`config.mk`:
```
export PLATFORM = sky130hd
export DESIGN_NAME = dmem_arbiter_flat
export DESIGN_NICKNAME = d
export VERILOG_FILES = /design/src/rtl/dmem_arbiter_if.sv /design/src/rtl/dmem_arbiter.sv /design/src/flat_wrapper.sv
export SDC_FILE = /design/constraint.sdc
export NUM_CORES = 1
export LEC_CHECK = 0
export CORE_MARGIN = 5
export CORE_UTILIZATION = 33
export CTS_CLUSTER_DIAMETER = 50
export CTS_CLUSTER_SIZE = 25
export DETAILED_ROUTE_END_ITERATION = 8
export MAX_ROUTING_LAYER = met4
export PLACE_DENSITY = 0.68
export SYNTH_ARGS = -nofsm -noshare
export SYNTH_HDL_FRONTEND = slang
export SYNTH_SLANG_ARGS = --single-unit
export TNS_END_PERCENT = 20
```
`constraint.sdc`:
```
create_clock -name clock -period 4.6 [get_ports clock]
set_input_delay 0.69 -clock clock [delete_from_list [all_inputs] [get_ports clock]]
set_output_delay 0.69 -clock clock [all_outputs]
set_load 0.02 [all_outputs]
```
`src/rtl/dmem_arbiter_if.sv`:
```
// Requester, response and memory-side signals of the data memory arbiter.
// The arbiter connects through the slave modport; the requesters and the
// memory model sit on the master side.
interface dmem_arbiter_if;
    // port 0 (CPU load/store stage)
    logic        req0;
    logic        we0;
    logic [31:0] addr0;
    logic [31:0] wdata0;
    logic        ack0;
    logic        err0;
    logic [31:0] rdata0;

    // port 1 (DMA/debug engine)
    logic        req1;
    logic        we1;
    logic [31:0] addr1;
    logic [31:0] wdata1;
    logic        ack1;
    logic        err1;
    logic [31:0] rdata1;

    // single-port data memory
    logic [5:0]  mem_op;
    logic [31:0] mem_addr;
    logic [31:0] mem_wdata;
    logic [31:0] mem_rdata;

    logic        busy;

    modport slave (
        input  req0, we0, addr0, wdata0,
        input  req1, we1, addr1, wdata1,
        input  mem_rdata,
        output ack0, err0, rdata0,
        output ack1, err1, rdata1,
        output mem_op, mem_addr, mem_wdata,
        output busy
    );

    modport master (
        output req0, we0, addr0, wdata0,
        output req1, we1, addr1, wdata1,
        output mem_rdata,
        input  ack0, err0, rdata0,
        input  ack1, err1, rdata1,
        input  mem_op, mem_addr, mem_wdata,
        input  busy
    );
endinterface

```
`src/rtl/dmem_arbiter.sv`:
```
// Two-port round-robin arbiter and access sequencer for the single-port data
// memory. Every output is registered; the ACCESS phase lasts WAIT_CYCLES+1
// cycles and a store drives its write opcode only on the last of them.
//
// state  | meaning
// -------+-----------------------------------------------------------------
// IDLE   | no transaction; sample requests and grant one port
// ACCESS | memory opcode/address driven, cnt counts remaining wait cycles
// ACK    | one-cycle ack (and err) pulse to the granted port
module dmem_arbiter #(
    parameter int unsigned WAIT_CYCLES = 1,
    parameter logic [5:0]  OP_LW       = 6'h23,
    parameter logic [5:0]  OP_SW       = 6'h2B
) (
    input  logic            clock,
    input  logic            reset_n,
    dmem_arbiter_if.slave   bus
);

    localparam logic [5:0] OP_IDLE  = 6'h00;
    localparam logic [3:0] CNT_LOAD = 4'(WAIT_CYCLES);

    typedef enum logic [1:0] {
        IDLE   = 2'd0,
        ACCESS = 2'd1,
        ACK    = 2'd2
    } state_t;

    state_t      state;
    logic [3:0]  cnt;
    logic        gnt;          // port owning the current transaction
    logic        we_q;         // latched store flag of the granted request
    logic        last_grant;   // port granted most recently, for tie-breaks

    logic        pick;
    logic        pick_we;
    logic [31:0] pick_addr;
    logic [31:0] pick_wdata;
    logic        pick_misaligned;

    // Arbitration choice: a lone request wins, a tie goes to the port not granted last.
    always_comb begin
        pick = bus.req1;
        if (bus.req0 && bus.req1) begin
            pick = ~last_grant;
        end
        pick_we         = pick ? bus.we1    : bus.we0;
        pick_addr       = pick ? bus.addr1  : bus.addr0;
        pick_wdata      = pick ? bus.wdata1 : bus.wdata0;
        pick_misaligned = (pick_addr[1:0] != 2'b00);
    end

    // Sequencer FSM with registered memory drive, acks and read data.
    always_ff @(posedge clock or negedge reset_n) begin
        if (!reset_n) begin
            state         <= IDLE;
            cnt           <= 4'd0;
            gnt           <= 1'b0;
            we_q          <= 1'b0;
            last_grant    <= 1'b1;
            bus.mem_op    <= OP_IDLE;
            bus.mem_addr  <= 32'd0;
            bus.mem_wdata <= 32'd0;
            bus.ack0      <= 1'b0;
            bus.ack1      <= 1'b0;
            bus.err0      <= 1'b0;
            bus.err1      <= 1'b0;
            bus.rdata0    <= 32'd0;
            bus.rdata1    <= 32'd0;
            bus.busy      <= 1'b0;
        end else begin
            bus.ack0 <= 1'b0;
            bus.ack1 <= 1'b0;
            bus.err0 <= 1'b0;
            bus.err1 <= 1'b0;

            case (state)
                IDLE: begin
                    if (bus.req0 || bus.req1) begin
                        gnt           <= pick;
                        last_grant    <= pick;
                        we_q          <= pick_we;
                        bus.mem_addr  <= pick_addr;
                        bus.mem_wdata <= pick_wdata;
                        bus.busy      <= 1'b1;
                        if (pick_misaligned) begin
                            // rejected without touching memory
                            state      <= ACK;
                            cnt        <= 4'd0;
                            bus.mem_op <= OP_IDLE;
                            bus.ack0   <= ~pick;
                            bus.ack1   <= pick;
                            bus.err0   <= ~pick;
                            bus.err1   <= pick;
                        end else begin
                            state <= ACCESS;
                            cnt   <= CNT_LOAD;
                            if (!pick_we) begin
                                bus.mem_op <= OP_LW;
                            end else if (CNT_LOAD == 4'd0) begin
                                bus.mem_op <= OP_SW;
                            end else begin
                                bus.mem_op <= OP_IDLE;
                            end
                        end
                    end
                end

                ACCESS: begin
                    if (cnt != 4'd0) begin
                        cnt <= cnt - 4'd1;
                        // a store writes only in the final ACCESS cycle
                        if (we_q && (cnt == 4'd1)) begin
                            bus.mem_op <= OP_SW;
                        end
                    end else begin
                        state      <= ACK;
                        bus.mem_op <= OP_IDLE;
                        bus.ack0   <= ~gnt;
                        bus.ack1   <= gnt;
                        if (!we_q) begin
                            if (gnt) begin
                                bus.rdata1 <= bus.mem_rdata;
                            end else begin
                                bus.rdata0 <= bus.mem_rdata;
                            end
                        end
                    end
                end

                ACK: begin
                    state    <= IDLE;
                    bus.busy <= 1'b0;
                end

                default: begin
                    state      <= IDLE;
                    cnt        <= 4'd0;
                    bus.mem_op <= OP_IDLE;
                    bus.busy   <= 1'b0;
                end
            endcase
        end
    end

endmodule

```
`src/flat_wrapper.sv`:
```
// flat-port wrapper written by rule: the top's interface ports become plain ports
module dmem_arbiter_flat 
#(
    parameter int unsigned WAIT_CYCLES = 1,
    parameter logic [5:0]  OP_LW       = 6'h23,
    parameter logic [5:0]  OP_SW       = 6'h2B
)
  (clock, reset_n, bus_req0, bus_we0, bus_addr0, bus_wdata0, bus_req1, bus_we1, bus_addr1, bus_wdata1, bus_mem_rdata, bus_ack0, bus_err0, bus_rdata0, bus_ack1, bus_err1, bus_rdata1, bus_mem_op, bus_mem_addr, bus_mem_wdata, bus_busy);
  dmem_arbiter_if bus_i ();
  input  logic clock;
  input  logic reset_n;
  input wire logic [$bits(bus_i.req0)-1:0] bus_req0;
  input wire logic [$bits(bus_i.we0)-1:0] bus_we0;
  input wire logic [$bits(bus_i.addr0)-1:0] bus_addr0;
  input wire logic [$bits(bus_i.wdata0)-1:0] bus_wdata0;
  input wire logic [$bits(bus_i.req1)-1:0] bus_req1;
  input wire logic [$bits(bus_i.we1)-1:0] bus_we1;
  input wire logic [$bits(bus_i.addr1)-1:0] bus_addr1;
  input wire logic [$bits(bus_i.wdata1)-1:0] bus_wdata1;
  input wire logic [$bits(bus_i.mem_rdata)-1:0] bus_mem_rdata;
  output wire logic [$bits(bus_i.ack0)-1:0] bus_ack0;
  output wire logic [$bits(bus_i.err0)-1:0] bus_err0;
  output wire logic [$bits(bus_i.rdata0)-1:0] bus_rdata0;
  output wire logic [$bits(bus_i.ack1)-1:0] bus_ack1;
  output wire logic [$bits(bus_i.err1)-1:0] bus_err1;
  output wire logic [$bits(bus_i.rdata1)-1:0] bus_rdata1;
  output wire logic [$bits(bus_i.mem_op)-1:0] bus_mem_op;
  output wire logic [$bits(bus_i.mem_addr)-1:0] bus_mem_addr;
  output wire logic [$bits(bus_i.mem_wdata)-1:0] bus_mem_wdata;
  output wire logic [$bits(bus_i.busy)-1:0] bus_busy;
  assign bus_i.req0 = bus_req0;
  assign bus_i.we0 = bus_we0;
  assign bus_i.addr0 = bus_addr0;
  assign bus_i.wdata0 = bus_wdata0;
  assign bus_i.req1 = bus_req1;
  assign bus_i.we1 = bus_we1;
  assign bus_i.addr1 = bus_addr1;
  assign bus_i.wdata1 = bus_wdata1;
  assign bus_i.mem_rdata = bus_mem_rdata;
  assign bus_ack0 = bus_i.ack0;
  assign bus_err0 = bus_i.err0;
  assign bus_rdata0 = bus_i.rdata0;
  assign bus_ack1 = bus_i.ack1;
  assign bus_err1 = bus_i.err1;
  assign bus_rdata1 = bus_i.rdata1;
  assign bus_mem_op = bus_i.mem_op;
  assign bus_mem_addr = bus_i.mem_addr;
  assign bus_mem_wdata = bus_i.mem_wdata;
  assign bus_busy = bus_i.busy;
  dmem_arbiter #(.WAIT_CYCLES(WAIT_CYCLES), .OP_LW(OP_LW), .OP_SW(OP_SW)) u_core (.clock(clock), .reset_n(reset_n), .bus(bus_i));
endmodule
```
After elaboration in Yosys (flattened, before gate mapping):

Cells that the tools add are included.

* bits in registers: 148
* word-level logic and storage cells: 73
* input bits: 166
* output and inout bits: 139

* reductions and logical operators: 13
* equality and inequality tests: 7
* add/subtract/negate cells: 1
* bitwise operators: 7
* mux-type cells: 30

Operators by type and width (number)
* $mux 32: 2
* $mux 6: 5
* $pmux 6 s3: 1
* $mux 1: 12
* $pmux 4 s3: 1
* $mux 4: 2
* $reduce_and 4->1: 2
* $not 1->1: 7
* $mux 2: 3
* $pmux 1 s2: 3
* $reduce_and 2->1: 3
* $reduce_and 3->1: 2
* $eq 4x1->1 const B: 1
* $ne 2x1->1 const B: 2
* $pmux 2 s2: 1
* $reduce_bool 4->1: 1
* $sub 4x1->4 const B: 1
* $ne 3x3->1 const B: 1
* $eq 2x1->1 const B: 1
* $eq 2x2->1 const B: 1
* $logic_and 1x1->1: 2
* $logic_not 2->1: 1
* $ne 2x2->1 const B: 1
* $reduce_bool 2->1: 1
* $logic_or 1x1->1: 1

Depth between registers and ports, before layout:

Gate-level depths: netlist (run 1).

* depth after elaboration: 7
* mapped depth: 7
* mapped depth without buffers: 6

Worst setup path after synthesis (run 1):

No wires, ideal clock.

* kind: input -> register
* start: in bus_req1
* end: reg u_core.cnt[0]
* setup time: 0.119 ns
* slack: 2.646 ns
* buffers on the path: 1
* required time: 4.481 ns
* stages on the path: 5
* arrival time: 1.835 ns
* path through: a21boi_0 buf_2 mux2_2 a2111oi_0 o21ba_2

* word-level cells in the longest chain between the ends: 7
* elaborated cells on any way between the ends: 10
* those cells by class: eq/ne: 1; mux: 5; reduce/logical: 4

Ends and longest elaborated chain
* start: declaration: RTL line flat_wrapper.sv:16 `input wire logic [$bits(bus_i.req1)-1:0] bus_req1;`
* $logic_and 1x1->1: RTL line dmem_arbiter.sv:44 `if (bus.req0 && bus.req1) begin`
* $mux 1: RTL line dmem_arbiter.sv:44
* $mux 32: RTL line dmem_arbiter.sv:48 `pick_addr = pick ? bus.addr1 : bus.addr0;`
* $reduce_bool 2->1: RTL line dmem_arbiter.sv:50 `pick_misaligned = (pick_addr[1:0] != 2'b00);`
* $mux 1: RTL line dmem_arbiter.sv:86 `if (pick_misaligned) begin`
* $mux 4: RTL line dmem_arbiter.sv:79 `if (bus.req0 || bus.req1) begin`
* $pmux 4 s3: RTL line dmem_arbiter.sv:77 `case (state)`
* end signal: assignment: RTL line dmem_arbiter.sv:111 `cnt <= cnt - 4'd1;`
* end: declaration: RTL line dmem_arbiter.sv:30 `logic [3:0] cnt;`

Several ways; a longest one is shown, not always the timed one. The select of a mux whose other input is x is not followed.
A chain may end at the register's enable or synchronous reset.

Worst setup path in the final report (run 1):

Same ends and word-level chain as after synthesis.

==> flow_metrics.py, run 1 <==
metrics = {
    "power": {
        "seqPwrFrac": 0.329,
        "p_clk_frac": 0.189,
        "vdd_drop_max_uv": 238,
        "power.switching_w": 0.00254,
        "p_per_area_nw_per_um2": 679,
        "p_comb_frac": 0.482,
        "p_int_w": 0.00424,
        "swShare": 0.375,
        "leakage_nw": 4.40,
    },
    "worst_setup_path": {
        "cpPeakStageDelay_ns": 0.59,
        "path_class": "in -> reg",
        "start_kind": "input pin",
        "critical_path.cell_chain": "clkdlybuf4s50_1 -> a21boi_4 -> mux2_2 -> a2111oi_0 -> o21ba_2",
        "crit_buf_inv": 1,
        "cp_slowest_cell": "a21boi_4",
        "cp_max_fo": 14,
        "worstPathRequired_ns": 4.90,
        "crit_arrival_ns": 2.89,
        "worst_setup_path_end_kind": "flip-flop",
        "cpLargestDelayFamily": "compound AO/OA/AOI/OAI gates",
    },
    "clock_network": {
        "cts_hold_buffers": 0,
        "clock-root-buffer": "clkbuf_16",
        "cts_inserted_buffers": 17,
        "ctsLongestPathBuffers": 2,
        "clock_latency_ns": 0.41,
        "cts_sinks": 144,
        "cts_tree": "yes",
        "path_clk_slew_ns": 0.06,
        "cts-htree-levels": 4,
        "post_cts_buffers": 0,
        "cts_resized": 0,
    },
    "flow_run": {
        "drv_cap": 0,
    },
    "layout": {
        "antenna_cells": 0,
        "drive_gt1_frac": 0.133,
        "fin_nets": 958,
        "syn2layout_area_growth_pct": 60.5,
    },
    "logic_synthesis": {
        "ys_ff_latch": 144,
        "synth_xor_area_frac": 0,
        "syn_area_per_cell_um2": 12.5,
        "synthFlopType": "dfrtp_1",
        "synth_cell_types": 40,
        "synth-edff-count": 0,
        "syn_area_um2": 6230,
        "synth-simple-area-share": 0.0639,
        "synth_area_leaders": "dfrtp_1 (57%), mux2i_1 (10%), mux2_4 (7.2%), o21ai_0 (5.9%), mux2_2 (5.8%)",
        "synthArstFlopShare": 1.00,
        "synth_top_cell_by_area": "dfrtp_1",
        "ys_seq_area_frac": 0.579,
        "synthAdderAreaFrac": 0.00402,
        "synth.area.mux_share": 0.240,
        "synth_top_family_by_area": "multiplexers",
        "netlist_instances": 497,
        "yosysWarnings": 0,
        "synth-compound-area-share": 0.0794,
        "synth_top_cell_area_share": 0.575,
    },
    "route": {
        "drt_first_pass_iters": 4,
        "first_iter_violations": 120,
        "routedWlPerCell_um": 17.1,
        "drc": 0,
        "viasPerCell": 4.66,
        "vias": 4833,
        "postRouteWirelength_mm": 17.7,
        "drtAntennaViolNets": 0,
    },
    "floorplan": {
        "fp.coreArea_um2": 18600,
        "die-height_um": 147,
        "start_util": 0.334,
        "die_w_um": 147,
        "pin_count": 305,
        "num_rows": 50,
        "die_area_um2": 21700,
    },
    "global_route": {
        "grt_util_all_layers": 0.166,
        "grt_pass1_wl_mm": 27.9,
        "grt_antenna_before_repair": 0,
        "overflow": 0,
        "grt_max_degree": 107,
        "grt_pass1_vias": 5268,
    },
    "run_status": {
        "status": "complete, no violations",
    },
    "placed_design": {
        "detailedPlace.worstSlack_ns": 1.60,
        "gp_congestion": 0.797,
        "dpl.hpwl_mm": 13.5,
        "port_buffers": 302,
    },
    "timing": {
        "maxSlewViolCount": 0,
        "setup_viol": 0,
        "rsz0062_at_grt": "no",
        "hold_viol": 0,
        "max_slew.worst_pin.slew_ns": 1.09,
        "maxSlewHeadroom": 0.270,
        "fin_crit_sh": 0.564,
        "finClkSkew_ns": 0.00831,
        "fin_setup_tns_ns": 0,
        "fin_crit_ns": 2.60,
        "clock.fmax_mhz": 385,
        "fin_ws_ns": 2.00,
    },
    "min_path": {
        "hold_path_class": "in -> async",
    },
}
-- synth_stat cells (3+ instances only) --
library cell / n
a21oi_1: 3
buf_2: 9
buf_4: 9
buf_6: 3
clkbuf_1: 11
dfrtp_1: 143
inv_1: 4
mux2_1: 3
mux2_2: 32
mux2_4: 30
mux2i_1: 65
nand2_1: 71
nor2_1: 8
nor3_1: 4
o21ai_0: 74
-- registers in the layout (all words and copies together), names as in the netlist --
signal	flops
u_core.bus.ack0	1
u_core.bus.ack1	1
u_core.bus.busy	1
u_core.bus.err0	1
u_core.bus.err1	1
u_core.bus.mem_addr	32
u_core.bus.mem_op	2
u_core.bus.mem_wdata	32
u_core.bus.rdata0	32
u_core.bus.rdata1	32
u_core.cnt	4
u_core.gnt	1
u_core.last_grant	1
u_core.state	2
u_core.we_q	1
-- area by class of cell --
| type | instances | area, um^2 |
|---|---|---|
| repair buffers | 306 | 3080 |
| inverters | 4 | 15.0 |
| well taps | 234 | 293 |
| multi-input cells | 317 | 2450 |
| clock inverters | 13 | 103 |
| flip-flops and latches | 144 | 3600 |
| clock buffers | 19 | 453 |
| fillers | 1579 | 8650 |
-- power by group through the flow --
stage / Combinational [W] / Sequential [W] / Clock, W
global route: 0.00349 / 0.00231 / 0.00139
global placement: 0.00326 / 0.00222 / 0
detailed placement: 0.00332 / 0.00225 / 0
CTS: 0.00333 / 0.00224 / 0.00133
floorplan: 0.000978 / 0.00291 / 0
finish: 0.00327 / 0.00223 / 0.00128
-- logic make-up after synthesis --
family | Yosys count
AOI/OAI and AO/OA | 91
muxes | 130
DFF | 144
adders and majority gates | 2
other | 1
buffers and inverters | 37
and+or+nand+nor | 92
-- routing by layer --
metal  vias to the layer above  share of wire  GRT usage
met1                      2283           0.41      0.194
li1                       2329              -          -
met3                        14          0.077     0.0573
met2                       207           0.50      0.278
met4                         0          0.012     0.0401
met5                         -              0          -
-- stage by stage --
step                      utilization  total power [W]  hold WS, ns  cell area, um^2  instances
after floorplan                     -          0.00389        0.394             6230        498
after global placement          0.506          0.00548        0.462             9440       1005
after detailed placement        0.506          0.00557        0.469             9440       1005
after CTS                       0.536          0.00689        0.435            10000       1037
after global routing            0.536          0.00719        0.471            10000       1037
final                           0.536          0.00678        0.396            10000       1037
-- cell usage in the layout (no fill, tap or decap), types with 4 or more instances in the layout --
master           instances
inv_6                    4
clkdlybuf4s50_1        301
dfrtp_1                143
mux2_4                  30
clkbuf_16               17
nor3_1                   4
o21ai_0                 74
mux2_2                  32
inv_1                    4
nand2_1                 71
mux2i_1                 65
nor2_1                   8
-- final timing paths --
check / endpoint / from / slack, ns / depth (start not counted)
min in group clock: u_core.bus.mem_addr[7] / u_core.bus.mem_addr[7] / 0.48 / 2
max in group asynchronous: u_core.bus.rdata1[10] / reset_n / 3.07 / 2
worst min-delay path: u_core.bus.rdata1[16] / reset_n / 0.40 / 1
worst max register to register: u_core.bus.rdata1[20] / u_core.cnt[0] / 2.02 / 6
worst min register to register: u_core.bus.mem_addr[7] / u_core.bus.mem_addr[7] / 0.48 / 2
worst max-delay path: u_core.cnt[0] / bus_req1 / 2.00 / 5
Power figures use the tool's default switching activity.
==> inputs of run 2 (changes only) <==
==> constraint.sdc (replaced) <==
create_clock -name clock -period 2.4 [get_ports clock]
set_input_delay 0.36 -clock clock [delete_from_list [all_inputs] [get_ports clock]]
set_output_delay 0.36 -clock clock [all_outputs]
set_load 0.02 [all_outputs]
==> flow_metrics.py, run 2 (synthesized netlist as in run 1, its figures left out) <==
metrics = {
    "run_status": {
        "status": "complete, no violations",
    },
    "layout": {
        "layout.cells.non_filler": 1047,
        "seqCellArea_um2": 3600,
        "antenna_cells": 0,
        "final_core_util": 0.546,
        "fin_area_um2": 10200,
        "fin_nets": 968,
        "syn2layout_area_growth_pct": 63.5,
        "fillers": 1562,
        "drive_gt1_frac": 0.140,
        "multiInputGateArea_um2": 2450,
        "final_cell_mix": "clkdlybuf4s50_1 (301), dfrtp_1 (143), o21ai_0 (74)",
        "final_common_cell": "clkdlybuf4s50_1",
    },
    "clock_network": {
        "cts_sinks": 144,
        "cts_inserted_buffers": 17,
        "ctsLongestPathBuffers": 2,
        "cts-htree-levels": 4,
        "clock-root-buffer": "clkbuf_16",
        "cts_resized": 0,
        "cts_tree": "yes",
        "clock_latency_ns": 0.42,
        "post_cts_buffers": 0,
        "path_clk_slew_ns": 0.06,
    },
    "floorplan": {
        "start_util": 0.334,
        "fp.coreArea_um2": 18600,
        "die_w_um": 147,
        "num_rows": 50,
        "die_area_um2": 21700,
        "die-height_um": 147,
        "pin_count": 305,
    },
    "worst_setup_path": {
        "start_kind": "flip-flop",
        "cp_max_fo": 32,
        "worst_setup_path_end_kind": "flip-flop",
        "crit_arrival_ns": 2.44,
        "path_class": "reg -> reg",
        "cpPeakStageDelay_ns": 0.44,
        "reg2reg_slack_ns": 0.26,
        "worstPathRequired_ns": 2.70,
        "worstReg2RegStart": "u_core.cnt[0]",
        "critical_path.cell_chain": "inv_1 -> ha_1 -> or3b_4 -> nor2_4 -> nand3b_4 -> buf_12 -> mux2_4",
        "rr_worst_depth": 7,
        "cp_slowest_cell": "or3b_4",
        "timing.rr.end": "u_core.bus.rdata1[15]",
    },
    "power": {
        "power.switching_w": 0.00488,
        "p_int_w": 0.00844,
        "swShare": 0.366,
        "leakage_nw": 4.49,
        "p_comb_frac": 0.480,
        "seqPwrFrac": 0.323,
        "p_clk_frac": 0.197,
        "p_per_area_nw_per_um2": 1310,
        "vdd_drop_max_uv": 488,
    },
    "global_route": {
        "grt_antenna_before_repair": 0,
        "grt_util_all_layers": 0.170,
        "grt_max_degree": 74,
        "grt_pass1_wl_mm": 28.4,
        "overflow": 0,
        "grt_pass1_vias": 5358,
    },
    "timing": {
        "fin_hold_ws_ns": 0.292,
        "finClkSkew_ns": 0.00988,
        "hold_viol": 0,
        "rsz0062_at_grt": "no",
        "clock.fmax_mhz": 467,
        "maxSlewViolCount": 0,
        "fin_crit_sh": 0.893,
        "fin_setup_tns_ns": 0,
        "setup_viol": 0,
        "fin_crit_ns": 2.14,
    },
    "route": {
        "viasPerCell": 4.68,
        "postRouteWirelength_mm": 18.0,
        "drt_first_pass_iters": 4,
        "routedWlPerCell_um": 17.1,
        "first_iter_violations": 143,
        "drc": 0,
        "vias": 4904,
        "drtAntennaViolNets": 0,
    },
    "flow_run": {
        "drv_cap": 0,
    },
    "placed_design": {
        "place_area_um2": 9580,
        "dpl.hpwl_mm": 13.9,
        "port_buffers": 302,
        "placed_cells": 1014,
        "gp_congestion": 0.824,
    },
    "min_path": {
        "hold_path_class": "in -> async",
    },
}
[run 2: cell count changes in the layout (fill, tap and decap cells not counted), sizes merged]
cell,before,now
inv,9,6
dlygate4sd3,0,1
clkbuf,19,21
buf,5,14
clkinvlp,2,1
bufinv,0,2
[run 2: critical path, delay by kind of cell (launching register included)]
family        cells  cell delay [ns]
buf+inv           2             0.29
flops             1             0.42
mux               1             0.33
fa+ha+maj         1             0.26
simple gates      3             0.71
[run 2: layer usage]
metal  vias up  track usage  part of all wire
met5         -            -                 0
met1      2326        0.198              0.42
met2       219        0.290              0.50
met4         0       0.0527             0.015
li1       2336            -                 -
met3        23       0.0469             0.071
[run 2: per-stage QoR]
step / setup slack (ns) / power, W
3_5_place_dp: 0.139 / 0.0108
2_1_floorplan: 0.476 / 0.00745
5_1_grt: 0.131 / 0.0141
4_1_cts: 0.261 / 0.0135
3_3_place_gp: 0.211 / 0.0106
6_report: 0.257 / 0.0133
[run 2: power by group through the flow]
stage | Sequential (W) | Clock, W | Combinational (W)
after CTS | 0.00432 | 0.00271 | 0.00650
after global routing | 0.00447 | 0.00280 | 0.00684
after detailed placement | 0.00434 | 0 | 0.00648
after global placement | 0.00428 | 0 | 0.00636
final | 0.00431 | 0.00263 | 0.00640
after floorplan | 0.00558 | 0 | 0.00187
[run 2: worst max path at each step]
stage | slack (ns) | start | endpoint | depth (start not counted)
detailed placement | 0.14 | bus_req0 | u_core.cnt[0] | 5
global route | 0.13 | u_core.cnt[0] | u_core.bus.rdata1[15] | 7
floorplan | 0.48 | u_core.cnt[0] | u_core.bus.rdata1[10] | 7
global placement | 0.21 | bus_req0 | u_core.cnt[0] | 5
finish | 0.26 | u_core.cnt[0] | u_core.bus.rdata1[15] | 7
CTS | 0.26 | u_core.cnt[0] | u_core.bus.rdata1[15] | 7
[run 2: cell type report]
cell class              instances  area share
clock buffers                  21      0.0452
clock inverters                11      0.0128
inverters                       4     0.00147
multi-input cells             317       0.240
flip-flops and latches        144       0.354
well taps                     234      0.0288
repair buffers                316       0.317
[run 2: timing repair]
action	CTS	global route
hold buffers	1	0
endpoints found under the setup margin	0	0
hold endpoints to repair	143	0
